--- src/rtl/led_scan_ctrl_if.sv ---
// Bus between a display data source and led_scan_ctrl: digit data in, LED decoder
// control and anode drive out.
interface led_scan_ctrl_if #(
  parameter int unsigned NUM_DIGITS = 8
);
  logic                      i_en;
  logic                      i_load;
  logic [4*NUM_DIGITS-1:0]   i_data;
  logic [NUM_DIGITS-1:0]     i_dp;
  logic                      i_lzb;
  logic [4:0]                o_dig_ctrl;
  logic [NUM_DIGITS-1:0]     o_digit_an;
  logic                      o_frame;

  modport master (
    output i_en, i_load, i_data, i_dp, i_lzb,
    input  o_dig_ctrl, o_digit_an, o_frame
  );

  modport slave (
    input  i_en, i_load, i_data, i_dp, i_lzb,
    output o_dig_ctrl, o_digit_an, o_frame
  );
endinterface

--- src/rtl/led_scan_ctrl.sv ---
// Time-multiplexed 7-segment scan controller with frame-consistent shadow data,
// per-slot anti-ghosting dead time and optional leading-zero blanking.
module led_scan_ctrl #(
  parameter int unsigned NUM_DIGITS  = 8,
  parameter int unsigned SCAN_DIV    = 50000,
  parameter int unsigned DEAD_CYCLES = 2
) (
  input logic          i_clk,
  input logic          i_rst,
  led_scan_ctrl_if.slave bus
);
  localparam int unsigned CntW = (SCAN_DIV > 1) ? $clog2(SCAN_DIV) : 1;
  localparam int unsigned IdxW = (NUM_DIGITS > 1) ? $clog2(NUM_DIGITS) : 1;
  localparam logic [CntW-1:0] CntLast = CntW'(SCAN_DIV - 1);
  localparam logic [CntW-1:0] CntDead = CntW'(DEAD_CYCLES);
  localparam logic [IdxW-1:0] IdxLast = IdxW'(NUM_DIGITS - 1);

  logic [CntW-1:0]         cnt_q;
  logic [IdxW-1:0]         idx_q;
  logic [4*NUM_DIGITS-1:0] shadow_data_q, active_data_q;
  logic [NUM_DIGITS-1:0]   shadow_dp_q, active_dp_q;
  logic                    lzb_q;
  logic                    frame_q;

  logic slot_end, wrap;
  assign slot_end = (cnt_q == CntLast);
  assign wrap     = bus.i_en && slot_end && (idx_q == IdxLast);

  always_ff @(posedge i_clk) begin
    if (i_rst) begin
      cnt_q         <= '0;
      idx_q         <= '0;
      shadow_data_q <= '0;
      shadow_dp_q   <= '0;
      active_data_q <= '0;
      active_dp_q   <= '0;
      lzb_q         <= 1'b0;
      frame_q       <= 1'b0;
    end else begin
      // The pulse marks the first cycle of digit 0 reached by scanning, not by reset.
      frame_q <= wrap;
      lzb_q   <= bus.i_lzb;
      if (bus.i_load) begin
        shadow_data_q <= bus.i_data;
        shadow_dp_q   <= bus.i_dp;
      end
      if (wrap) begin
        active_data_q <= bus.i_load ? bus.i_data : shadow_data_q;
        active_dp_q   <= bus.i_load ? bus.i_dp   : shadow_dp_q;
      end
      if (!bus.i_en) begin
        cnt_q <= '0;
      end else if (slot_end) begin
        cnt_q <= '0;
        idx_q <= (idx_q == IdxLast) ? '0 : idx_q + 1'b1;
      end else begin
        cnt_q <= cnt_q + 1'b1;
      end
    end
  end

  // blank[k]: digit k and everything above it carry neither a nibble nor a dp.
  logic [NUM_DIGITS-1:0] blank;
  always_comb begin
    logic zero_above;
    zero_above = 1'b1;
    blank      = '0;
    for (int k = NUM_DIGITS - 1; k >= 0; k--) begin
      zero_above = zero_above && (active_data_q[4*k +: 4] == 4'h0) && !active_dp_q[k];
      if (k != 0) blank[k] = zero_above;
    end
  end

  logic [NUM_DIGITS-1:0] digit_an;
  always_comb begin
    digit_an = '1;
    if ((cnt_q >= CntDead) && !(lzb_q && blank[idx_q])) digit_an[idx_q] = 1'b0;
  end

  assign bus.o_dig_ctrl = {active_dp_q[idx_q], active_data_q[4*idx_q +: 4]};
  assign bus.o_digit_an = digit_an;
  assign bus.o_frame    = frame_q;
endmodule

--- src/flat_wrapper.sv ---
// flat-port wrapper written by rule: the top's interface ports become plain ports
module led_scan_ctrl_flat 
#(
  parameter int unsigned NUM_DIGITS  = 8,
  parameter int unsigned SCAN_DIV    = 50000,
  parameter int unsigned DEAD_CYCLES = 2
)
  (i_clk, i_rst, bus_i_en, bus_i_load, bus_i_data, bus_i_dp, bus_i_lzb, bus_o_dig_ctrl, bus_o_digit_an, bus_o_frame);
  led_scan_ctrl_if #(.NUM_DIGITS(NUM_DIGITS)) bus_i ();
  input logic i_clk;
  input logic i_rst;
  input wire logic [$bits(bus_i.i_en)-1:0] bus_i_en;
  input wire logic [$bits(bus_i.i_load)-1:0] bus_i_load;
  input wire logic [$bits(bus_i.i_data)-1:0] bus_i_data;
  input wire logic [$bits(bus_i.i_dp)-1:0] bus_i_dp;
  input wire logic [$bits(bus_i.i_lzb)-1:0] bus_i_lzb;
  output wire logic [$bits(bus_i.o_dig_ctrl)-1:0] bus_o_dig_ctrl;
  output wire logic [$bits(bus_i.o_digit_an)-1:0] bus_o_digit_an;
  output wire logic [$bits(bus_i.o_frame)-1:0] bus_o_frame;
  assign bus_i.i_en = bus_i_en;
  assign bus_i.i_load = bus_i_load;
  assign bus_i.i_data = bus_i_data;
  assign bus_i.i_dp = bus_i_dp;
  assign bus_i.i_lzb = bus_i_lzb;
  assign bus_o_dig_ctrl = bus_i.o_dig_ctrl;
  assign bus_o_digit_an = bus_i.o_digit_an;
  assign bus_o_frame = bus_i.o_frame;
  led_scan_ctrl #(.NUM_DIGITS(NUM_DIGITS), .SCAN_DIV(SCAN_DIV), .DEAD_CYCLES(DEAD_CYCLES)) u_core (.i_clk(i_clk), .i_rst(i_rst), .bus(bus_i));
endmodule
--- config.mk ---
export PLATFORM = sky130hd
export DESIGN_NAME = led_scan_ctrl_flat
export DESIGN_NICKNAME = d
export VERILOG_FILES = /design/src/rtl/led_scan_ctrl_if.sv /design/src/rtl/led_scan_ctrl.sv /design/src/flat_wrapper.sv
export SDC_FILE = /design/constraint.sdc
export NUM_CORES = 1
export LEC_CHECK = 0
export CAP_MARGIN = 40
export CORE_UTILIZATION = 40
export DETAILED_ROUTE_END_ITERATION = 8
export PLACE_DENSITY = 0.69
export SETUP_SLACK_MARGIN = 0.5
export SYNTH_ARGS = -nofsm -noshare
export SYNTH_HDL_FRONTEND = slang
export SYNTH_SLANG_ARGS = --single-unit
--- constraint.sdc ---
create_clock -name i_clk -period 3.05 [get_ports i_clk]
set_clock_uncertainty 0.05 [all_clocks]
set_input_delay 0.915 -clock i_clk [delete_from_list [all_inputs] [get_ports i_clk]]
set_output_delay 0.915 -clock i_clk [all_outputs]
set_load 0.05 [all_outputs]
======== Yosys cells after proc, flatten, opt, wreduce, memory -nomap -nowiden ========
Cells that the tools add are included.
storage, ports and cells
  register bits after elaboration ......... 101
  bits in latches ......................... 0
  bits in writable memories ............... 0
  bits in read-only memories .............. 0
  output and inout bits ................... 14
  memories kept ........................... 0
cells by class
  add/subtract/negate cells ............... 2
  multiply operators ...................... 0
  divide/modulo/power cells ............... 0
  order comparisons ....................... 3
  eq/ne operators ......................... 2
  shifts and indexed selects .............. 1
  multiplexer cells ....................... 10
  bitwise logic cells ..................... 2
  reductions and logical operators ........ 35
operator list
  kind                     number
  $mux W32                 1
  $shiftx A32 B6 Y4        1
  $logic_not A4 Y1         7
  $logic_and A1 B1 Y1      18
  $add A16 B1 Y16 const B  1
  $eq A16 B16 Y1 const B   1
  $ge A16 B2 Y1 const B    1
  $mux W8                  2
  $logic_not A1 Y1         8
  $not A8 Y8               1
  $bmux W1 S3              2
  $lt A3 B4 Y1 const B     1
  $add A3 B1 Y3 const B    1
  $demux W1 S3             1
  $eq A3 B3 Y1 const B     1
  $ge A3 B1 Y1 const B     1
  $mux W1                  3
  $mux W3                  1
  $reduce_or A3 Y1         1
  $reduce_and A2 Y1        1
  $not A1 Y1               1

======== Depth between registers and ports, before layout ========
Gate-level depths: netlist of run 1.
  depth in word-level cells ............... 20
  depth in mapped cells ................... 7
  gate-level depth less buffers ........... 6

======== Least setup slack after synthesis of run 1 ========
No wires, ideal clock.
  path type ............................... reg2out
  from .................................... register u_core.idx_q[0]
  to ...................................... output port bus_o_dig_ctrl[1]
  arrival time ............................ 2622 ps
  data required time ...................... 2085 ps
  setup slack ............................. -537 ps
  stages on the path, launching flop included .. 4
  buffers on the path ..................... 1
  cells stage by stage .................... dfxtp_1 -> buf_1 -> mux2i_1 -> o311ai_0
on the way
  cells in the longest elaborated chain, start to end .. 1
RTL lines
  element                   line                 text
  start: declaration        led_scan_ctrl.sv:19  logic [IdxW-1:0] idx_q;
  start signal: assignment  led_scan_ctrl.sv:55  idx_q <= (idx_q == IdxLast) ? '0 : idx_q + 1'b1;
  $shiftx A32 B6 Y4         led_scan_ctrl.sv:80  assign bus.o_dig_ctrl = {active_dp_q[idx_q], active_data_q[4*idx_q +: 4]};
  end: declaration          flat_wrapper.sv:17   output wire logic [$bits(bus_i.o_dig_ctrl)-1:0] bus_o_dig_ctrl;
No other way between the ends.

======== Final worst setup path of run 1 ========
  from .................................... register u_core.active_data_q[31]
  to ...................................... output port bus_o_digit_an[2]
on the way
  cells in the longest elaborated chain, start to end .. 20
RTL lines
  element                            line                 text
  start: declaration                 led_scan_ctrl.sv:20  logic [4*NUM_DIGITS-1:0] shadow_data_q, active_data_q;
  start signal: assignment           led_scan_ctrl.sv:48  active_data_q <= bus.i_load ? bus.i_data : shadow_data_q;
  $logic_not A4 Y1 (*)               led_scan_ctrl.sv:69  zero_above = zero_above && (active_data_q[4*k +: 4] == 4'h0) && !active_dp_q[k];
  $logic_and A1 B1 Y1 (*)            led_scan_ctrl.sv:69
  $logic_and A1 B1 Y1 (12 in a row)  led_scan_ctrl.sv:69
  $bmux W1 S3 (*)                    led_scan_ctrl.sv:77  if ((cnt_q >= CntDead) && !(lzb_q && blank[idx_q])) digit_an[idx_q] = 1'b0;
  $mux W1 (implied by the code) (*)  led_scan_ctrl.sv:77
  $logic_and A1 B1 Y1 (*)            led_scan_ctrl.sv:77
  $logic_not A1 Y1 (*)               led_scan_ctrl.sv:77
  $logic_and A1 B1 Y1 (*)            led_scan_ctrl.sv:77
  $mux W8 (*)                        led_scan_ctrl.sv:77
  end: declaration                   flat_wrapper.sv:18   output wire logic [$bits(bus_i.o_digit_an)-1:0] bus_o_digit_an;
Every way passes the cells marked *; elsewhere a longest branch is shown, timed or not. The select of a mux whose other input is x is not followed.

==> results.tsv, run 1 <==
stage	metric	value	unit
finish	most frequent cells in the layout	dfxtp_1, nor2_1, mux2i_1	
placed_design	Final Wtd Congestion	0.875	
timing	Slew Limit Fails	0	
floorplanning	Starting Density	41.0	%
placed_design	HPWL Detailed	7.43	mm
global_routing	vias in the first global route	3654	
timing	Final Hold Fails	0	
worst_setup_path	CP arrival	2.26	ns
worst_setup_path	crit path max-delay cell type	or4_1	
placed_design	I/O Buffers	58	
floorplanning	Ports	59	
placed_design	DP Worst Slack	0.147	ns
worst_setup_path	Max stage delay on crit path	0.62	ns
detailed_routing	Final ANT Viol Nets	0	
synth	ys flop type	dfxtp_1	
global_routing	GRT Resource Usage Total	20.4	%
worst_setup_path	critical path class	reg -> out	
timing	Fmax achieved	310	MHz
timing	worst-margin pin slew	0.644	ns
synth	register area share after synthesis	43.3	%
synth	Synth Net Count	507	
synth	Unique masters post-synth	53	
detailed_routing	Via-to-Cell Ratio	5.43	
detailed_routing	Iter 0 DRT Violations	297	
worst_setup_path	delay-heaviest family, CP	simple AND/OR/NAND/NOR gates	
floorplanning	Die X	110	um
global_routing	initial antenna violation count	0	
flow_run	maxcap violations	0	
worst_setup_path	CP Cell Sequence	or4_1 -> nor4_4 -> nand4_1 -> buf_6 -> nand3_4 -> buf_8	
detailed_routing	routed vias	3701	
timing	setup ws final	-0.176	ns
detailed_routing	# DRC	0	
floorplanning	row count	39	
finish	commonest non-fill, non-tap cell in the layout	dfxtp_1	
global_routing	largest net degree at the start of global routing	55	
run_status	status	finished with violations	
power_and_ir_drop	Max VDD drop	0.313	mV
detailed_routing	Post-Route WL	11.8	mm
synth	cell count after synthesis	458	
run_status	violated checks	setup timing	
worst_setup_path	Critical Path RT	2.08	ns
timing	final setup fails	6	
global_routing	first-pass GRT wire length	18.6	mm
timing	final worst path period need	3.23	ns
clock_tree	clock latency on the worst-skew pair	0.34	ns
floorplanning	CORE AREA	11400	um^2
clock_tree	Worst-path clk slew	0.07	ns
power_and_ir_drop	PwrDens	441	nW/um^2
finish	Fillers	900	
synth	Mapped Area	4670	um^2
clock_tree	Clock Tree Buf Depth	2	
detailed_routing	drt pass-1 iters	4	
worst_setup_path	CP bufs+invs	2	
timing	unrepaired setup endpoints after global routing	true	
finish	number of diodes	0	
clock_tree	H-tree depth	3	
power_and_ir_drop	P_leak	2.54	nW
synth	Post-synth EDFFs	0	
timing	Slew HR	57.0	%
worst_setup_path	worst-path fanout max	4	
clock_tree	hold_buf cts	0	
worst_setup_path	CP Launch Type	flip-flop	
timing	Setup TNS Final	-0.999	ns
synth	ys async rst share	0	%
detailed_routing	wire length per cell	17.3	um
finish	Final nets	582	
clock_tree	Root Buffer	clkbuf_16	
finish	share of cells above drive strength 1	30.3	%
clock_tree	clock sink total	101	
timing	Final Cycle Share	106	%
global_routing	grt total ovfl	0	
finish	Syn-to-layout area delta	39.7	%
placed_design	dpl cell area	5560	um^2
synth	flops & latches, synth	101	
worst_setup_path	Setup crit end kind	output port	
worst_hold_path	Hold Crit Class	reg -> reg	
clock_tree	CTS tree	yes	
synth	syn_area_per_cell	10.2	um^2
synth	YS warnings	0	
floorplanning	die area	12100	um^2
floorplanning	Die Y-Extent	110	um
finish	cell area after layout	6520	um^2
clock_tree	Num CTS Buffers	9	
==> cells by family after synthesis <==
| family | share of synthesized area [%] |
|---|---|
| adders and majority gates | 1.07 |
| and+or+nand+nor | 20.0 |
| DFF | 43.3 |
| AOI/OAI and AO/OA | 6.76 |
| buffers and inverters | 4.42 |
| xor gates and xnor gates | 2.25 |
| muxes | 22.2 |
==> stage by stage <==
| step | cells | util (%) | power, mW | hold slack [ns] |
|---|---|---|---|---|
| 3_5_place_dp | 644 | 48.9 | 1.58 | 0.453 |
| 6_report | 681 | 57.3 | 2.88 | 0.465 |
| 3_3_place_gp | 644 | 48.9 | 1.58 | 0.450 |
| 2_1_floorplan | 458 | - | 1.49 | 0.390 |
| 4_1_cts | 681 | 56.7 | 2.89 | 0.471 |
| 5_1_grt | 681 | 57.3 | 2.98 | 0.495 |
==> cell usage after synthesis (all sizes together) (2+ instances only) <==
cell type,n,share of area [%]
dfxtp,101,43
o22ai,2,0.27
o221ai,2,0.38
nor2,65,5.2
nand4,5,0.67
xor2,2,0.38
nand3,15,1.8
nand2,10,0.80
buf,13,2.7
nor3,6,0.64
a211oi,2,0.32
a21oi,7,0.75
nor2b,44,5.9
or4,8,1.3
clkbuf,13,1.0
mux2i,46,9.9
nor4,8,1.3
ha,4,1.1
or3,4,0.70
inv,7,0.56
a2111oi,4,0.75
o211ai,2,0.32
and2,2,0.27
o21ai,11,1.2
xnor2,10,1.9
a221oi,8,1.5
mux2,41,12
and3,2,0.27
==> timing repair <==
| item | CTS | global route |
|---|---|---|
| buffers inserted | 19 | 0 |
| endpoints found under the setup margin | 13 | 13 |
| pin swaps | 22 | 10 |
| gates cloned | 2 | 0 |
| gates resized for setup | 80 | 21 |
==> area by class of cell <==
class	instances	area [um^2]	area share, %
well taps	143	179	2.74
flip-flops and latches	101	2040	31.3
clock buffers	11	243	3.72
multi-input cells	323	2820	43.3
repair buffers	90	1090	16.7
inverters	8	38.8	0.595
clock inverters	5	108	1.65
==> report_power, final <==
| group | switching [mW] | internal, mW |
|---|---|---|
| registers | 0.0105 | 1.35 |
| clock network | 0.490 | 0.827 |
| logic | 0.0928 | 0.107 |
| total | 0.593 | 2.28 |
==> layer usage <==
metal,global-route usage (%),vias to the layer above,wire length (um)
met1,25.5,1764,5210
li1,-,1774,-
met5,0,-,0
met3,3.82,34,566
met2,32.5,129,5570
met4,12.3,0,457
==> final timing paths <==
check / from / endpoint / slack (ns) / depth (start not counted)
hold / removal: u_core.shadow_data_q[27] / u_core.shadow_data_q[27] / 0.47 / 2
setup / recovery: u_core.active_data_q[31] / bus_o_digit_an[2] / -0.18 / 6
setup reg to reg: u_core.cnt_q[5] / u_core.active_dp_q[0] / 0.76 / 5
hold reg to reg: u_core.shadow_data_q[27] / u_core.shadow_data_q[27] / 0.47 / 2
==> sequential cells by signal, indices dropped and copies added, names as in the netlist <==
signal                flops
u_core.active_data_q     32
u_core.shadow_data_q     32
u_core.cnt_q             16
u_core.active_dp_q        8
u_core.shadow_dp_q        8
u_core.idx_q              3
u_core.bus.o_frame        1
u_core.lzb_q              1
==> worst min-delay path, stage by stage, from the launching register on <==
cell,delay [ns]
dfxtp_1,0.31
mux2i_1,0.06
nor2_1,0.11
(Power assumes the default switching activity.)
==> run 2: changes to the inputs <==
- CAP_MARGIN: 40 -> 30
==> results of run 2 <==
Same layout as run 1: the final DEF is identical, and so are final timing and power.
==> run 3: changes to the inputs <==
- CORE_MARGIN: default -> 2
- PLACE_DENSITY: 0.69 -> 0.63
==> run 3 against run 2 <==
Against the previous run: global-route usage down 2.8 points; clock power fell by 20%; largest power group unchanged; first-iteration DRC count up 12%; register-to-register slack lost 0.09 ns; worst hold slack worse by 0.0011 ns; the run still ends with setup timing left; total power is 9.0% lower; highest routed layer unchanged; utilization is 2.5 points lower; cell area down 3.9%; wire length decreased by 5.2%; critical path type unchanged; via count decreased by 3.8%.
==> results.tsv, run 3 (synthesized netlist as in run 1, its figures left out) <==
stage	metric	value	unit	change
power_and_ir_drop	P_leak	2.44	nW	was 2.54 nW
placed_design	dpl cell area	5590	um^2	was 5560 um^2
timing	final worst path period need	3.19	ns	was 3.23 ns
power_and_ir_drop	Max VDD drop	0.240	mV	was 0.313 mV
finish	number of diodes	0		unchanged
detailed_routing	# DRC	0		unchanged
timing	unrepaired setup endpoints after global routing	true		unchanged
floorplanning	Die Y-Extent	112	um	was 110 um
finish	Syn-to-layout area delta	34.3	%	was 39.7%
floorplanning	Die X	112	um	was 110 um
timing	setup ws final	-0.141	ns	was -0.176 ns
finish	commonest non-fill, non-tap cell in the layout	dfxtp_1		unchanged
global_routing	GRT Resource Usage Total	17.6	%	was 20.4%
worst_setup_path	worst reg-to-reg setup slack	0.67	ns	was 0.76 ns
worst_setup_path	crit path max-delay cell type	or4_4		was or4_1
flow_run	maxcap violations	0		unchanged
clock_tree	Clock Tree Buf Depth	2		unchanged
finish	Post-Route Utilization	54.9	%	was 57.3%
finish	Fillers	1001		was 900
floorplanning	row count	39		unchanged
timing	Slew HR	53.4	%	was 57.0%
clock_tree	clock latency on the worst-skew pair	0.34	ns	about the same
worst_hold_path	Min-Delay Path Depth	2		unchanged
clock_tree	clock sink total	101		unchanged
finish	most frequent cells in the layout	dfxtp_1, nor2_1, mux2i_1, nor2b_1, clkdlybuf4s50_1		was dfxtp_1, nor2_1, mux2i_1
global_routing	Top Usage Layer GRT	met2		unchanged
detailed_routing	drt pass-1 iters	5		was 4
timing	Slew Limit Fails	0		unchanged
worst_setup_path	worst-path fanout max	3		was 4
finish	cell area after layout	6270	um^2	was 6520 um^2
worst_setup_path	worst r2r src	u_core.cnt_q[0]		was u_core.cnt_q[5]
detailed_routing	Iter 0 DRT Violations	333		was 297
clock_tree	CTS tree	yes		unchanged
global_routing	initial antenna violation count	0		unchanged
floorplanning	die area	12500	um^2	was 12100 um^2
global_routing	vias in the first global route	3406		was 3654
global_routing	grt total ovfl	0		unchanged
detailed_routing	routed vias	3561		was 3701
global_routing	routing usage on met2	27.7	%	was 32.5%
finish	share of cells above drive strength 1	28.2	%	was 30.3%
floorplanning	Starting Density	40.9	%	was 41.0%
worst_hold_path	Worst Hold End	u_core.shadow_data_q[24]		was u_core.shadow_data_q[27]
timing	Final Cycle Share	105	%	was 106%
worst_hold_path	Min-Delay Startpoint	u_core.shadow_data_q[24]		was u_core.shadow_data_q[27]
detailed_routing	Via-to-Cell Ratio	5.31		was 5.43
run_status	violated checks	setup timing		unchanged
worst_hold_path	Hold Crit Class	reg -> reg		unchanged
global_routing	largest net degree at the start of global routing	49		was 55
worst_setup_path	CP Cell Sequence	or4_4 -> nor4bb_4 -> nand3_1 -> o211ai_1 -> buf_12		was or4_1 -> nor4_4 -> nand4_1 -> buf_6 -> nand3_4 -> buf_8
worst_setup_path	Max stage delay on crit path	0.56	ns	was 0.62 ns
clock_tree	H-tree depth	3		unchanged
worst_setup_path	Worst R2R End	u_core.active_dp_q[7]		was u_core.active_dp_q[0]
power_and_ir_drop	PwrDens	418	nW/um^2	was 441 nW/um^2
run_status	status	finished with violations		unchanged
global_routing	grt met3 use	3.83	%	was 3.82%
timing	worst-margin pin slew	0.697	ns	was 0.644 ns
timing	Fmax achieved	313	MHz	was 310 MHz
detailed_routing	Post-Route WL	11.2	mm	was 11.8 mm
clock_tree	Worst-path clk slew	0.07	ns	about the same
worst_setup_path	delay-heaviest family, CP	simple AND/OR/NAND/NOR gates		unchanged
finish	Final nets	573		was 582
timing	Final Hold Fails	0		unchanged
clock_tree	Root Buffer	clkbuf_16		unchanged
placed_design	Final Wtd Congestion	0.842		was 0.875
floorplanning	CORE AREA	11400	um^2	about the same
worst_setup_path	R2R depth	7		was 5
finish	biggest regs	u_core.active_data_q (32), u_core.shadow_data_q (32), u_core.cnt_q (16)		unchanged
placed_design	HPWL Detailed	7.41	mm	was 7.43 mm
worst_setup_path	CP arrival	2.23	ns	was 2.26 ns
global_routing	first-pass GRT wire length	17.8	mm	was 18.6 mm
timing	final setup fails	7		was 6
clock_tree	Num CTS Buffers	9		unchanged
worst_setup_path	critical path class	reg -> out		unchanged
worst_setup_path	Setup crit end kind	output port		unchanged
detailed_routing	Final ANT Viol Nets	0		unchanged
worst_setup_path	CP bufs+invs	1		was 2
global_routing	global-route track usage on met1	24.3	%	was 25.5%
placed_design	I/O Buffers	58		unchanged
worst_setup_path	CP Launch Type	flip-flop		unchanged
detailed_routing	wire length per cell	16.7	um	was 17.3 um
worst_setup_path	Critical Path RT	2.08	ns	about the same
floorplanning	Ports	59		unchanged
-- run 3: cell count changes in the layout (fill, tap and decap cells not counted), sizes merged --
cell | previous run | this run
buf | 43 | 35
bufbuf | 1 | 0
bufinv | 3 | 0
clkbuf | 14 | 13
clkinv | 3 | 4
clkinvlp | 1 | 2
inv | 6 | 7
-- run 3: area by class of cell --
cell class	instances	area (um^2)	area share [%]
timing repair buffer	81	958	15.3
clock buffer	10	239	3.81
tap	143	179	2.86
clock inverter	5	35.0	0.559
sequential	101	2040	32.5
multi-input combinational	323	2780	44.4
inverter	8	35.0	0.559
-- run 3: stage by stage --
stage	cells	TNS (ns)	total power, mW	hold slack [ns]	setup slack (ns)
6_report	671	-0.726	2.62	0.464	-0.141
4_1_cts	665	-0.831	2.64	0.468	-0.165
3_5_place_dp	647	0	1.58	0.451	0.105
2_1_floorplan	458	0	1.49	0.390	0.0383
3_3_place_gp	647	0	1.58	0.444	0.147
5_1_grt	671	-1.24	2.71	0.491	-0.211
-- run 3: timing repair --
| action | 4_1_cts | 5_1_grt |
|---|---|---|
| resized for setup | 46 | 34 |
| cloned | 0 | 1 |
| endpoints found under the setup margin | 13 | 13 |
| pin swaps | 6 | 5 |
| setup buffers | 3 | 5 |
| hold buffers | 0 | 0 |
-- run 3: worst max path at each step --
stage	slack, ns	depth (start not counted)	to	startpoint
2_1_floorplan	0.04	4	bus_o_digit_an[1]	u_core.active_data_q[16]
3_3_place_gp	0.15	6	bus_o_digit_an[3]	u_core.active_data_q[16]
3_5_place_dp	0.11	6	bus_o_digit_an[3]	u_core.active_data_q[16]
4_1_cts	-0.17	8	bus_o_digit_an[1]	u_core.cnt_q[0]
5_1_grt	-0.21	8	bus_o_digit_an[6]	u_core.cnt_q[0]
6_report	-0.14	5	bus_o_digit_an[1]	u_core.active_data_q[16]
-- run 3: worst reg2reg max path, cell delays in order, from the launching register on --
cell     delay (ns)
dfxtp_2        0.34
buf_4          0.12
ha_1           0.22
nand3_2        0.12
nor3_1         0.42
and4_2         0.34
buf_4          0.30
mux2_1         0.36
-- run 3: per-layer routing --
metal	up-vias	share of wire, %
li1	1752	-
met3	17	5.6
met5	-	0
met1	1680	46
met4	0	1.2
met2	112	47
-- run 3: where the power goes --
group | switching [mW] | internal, mW
Combinational | 0.0904 | 0.104
Clock | 0.492 | 0.573
Sequential | 0.00979 | 1.35
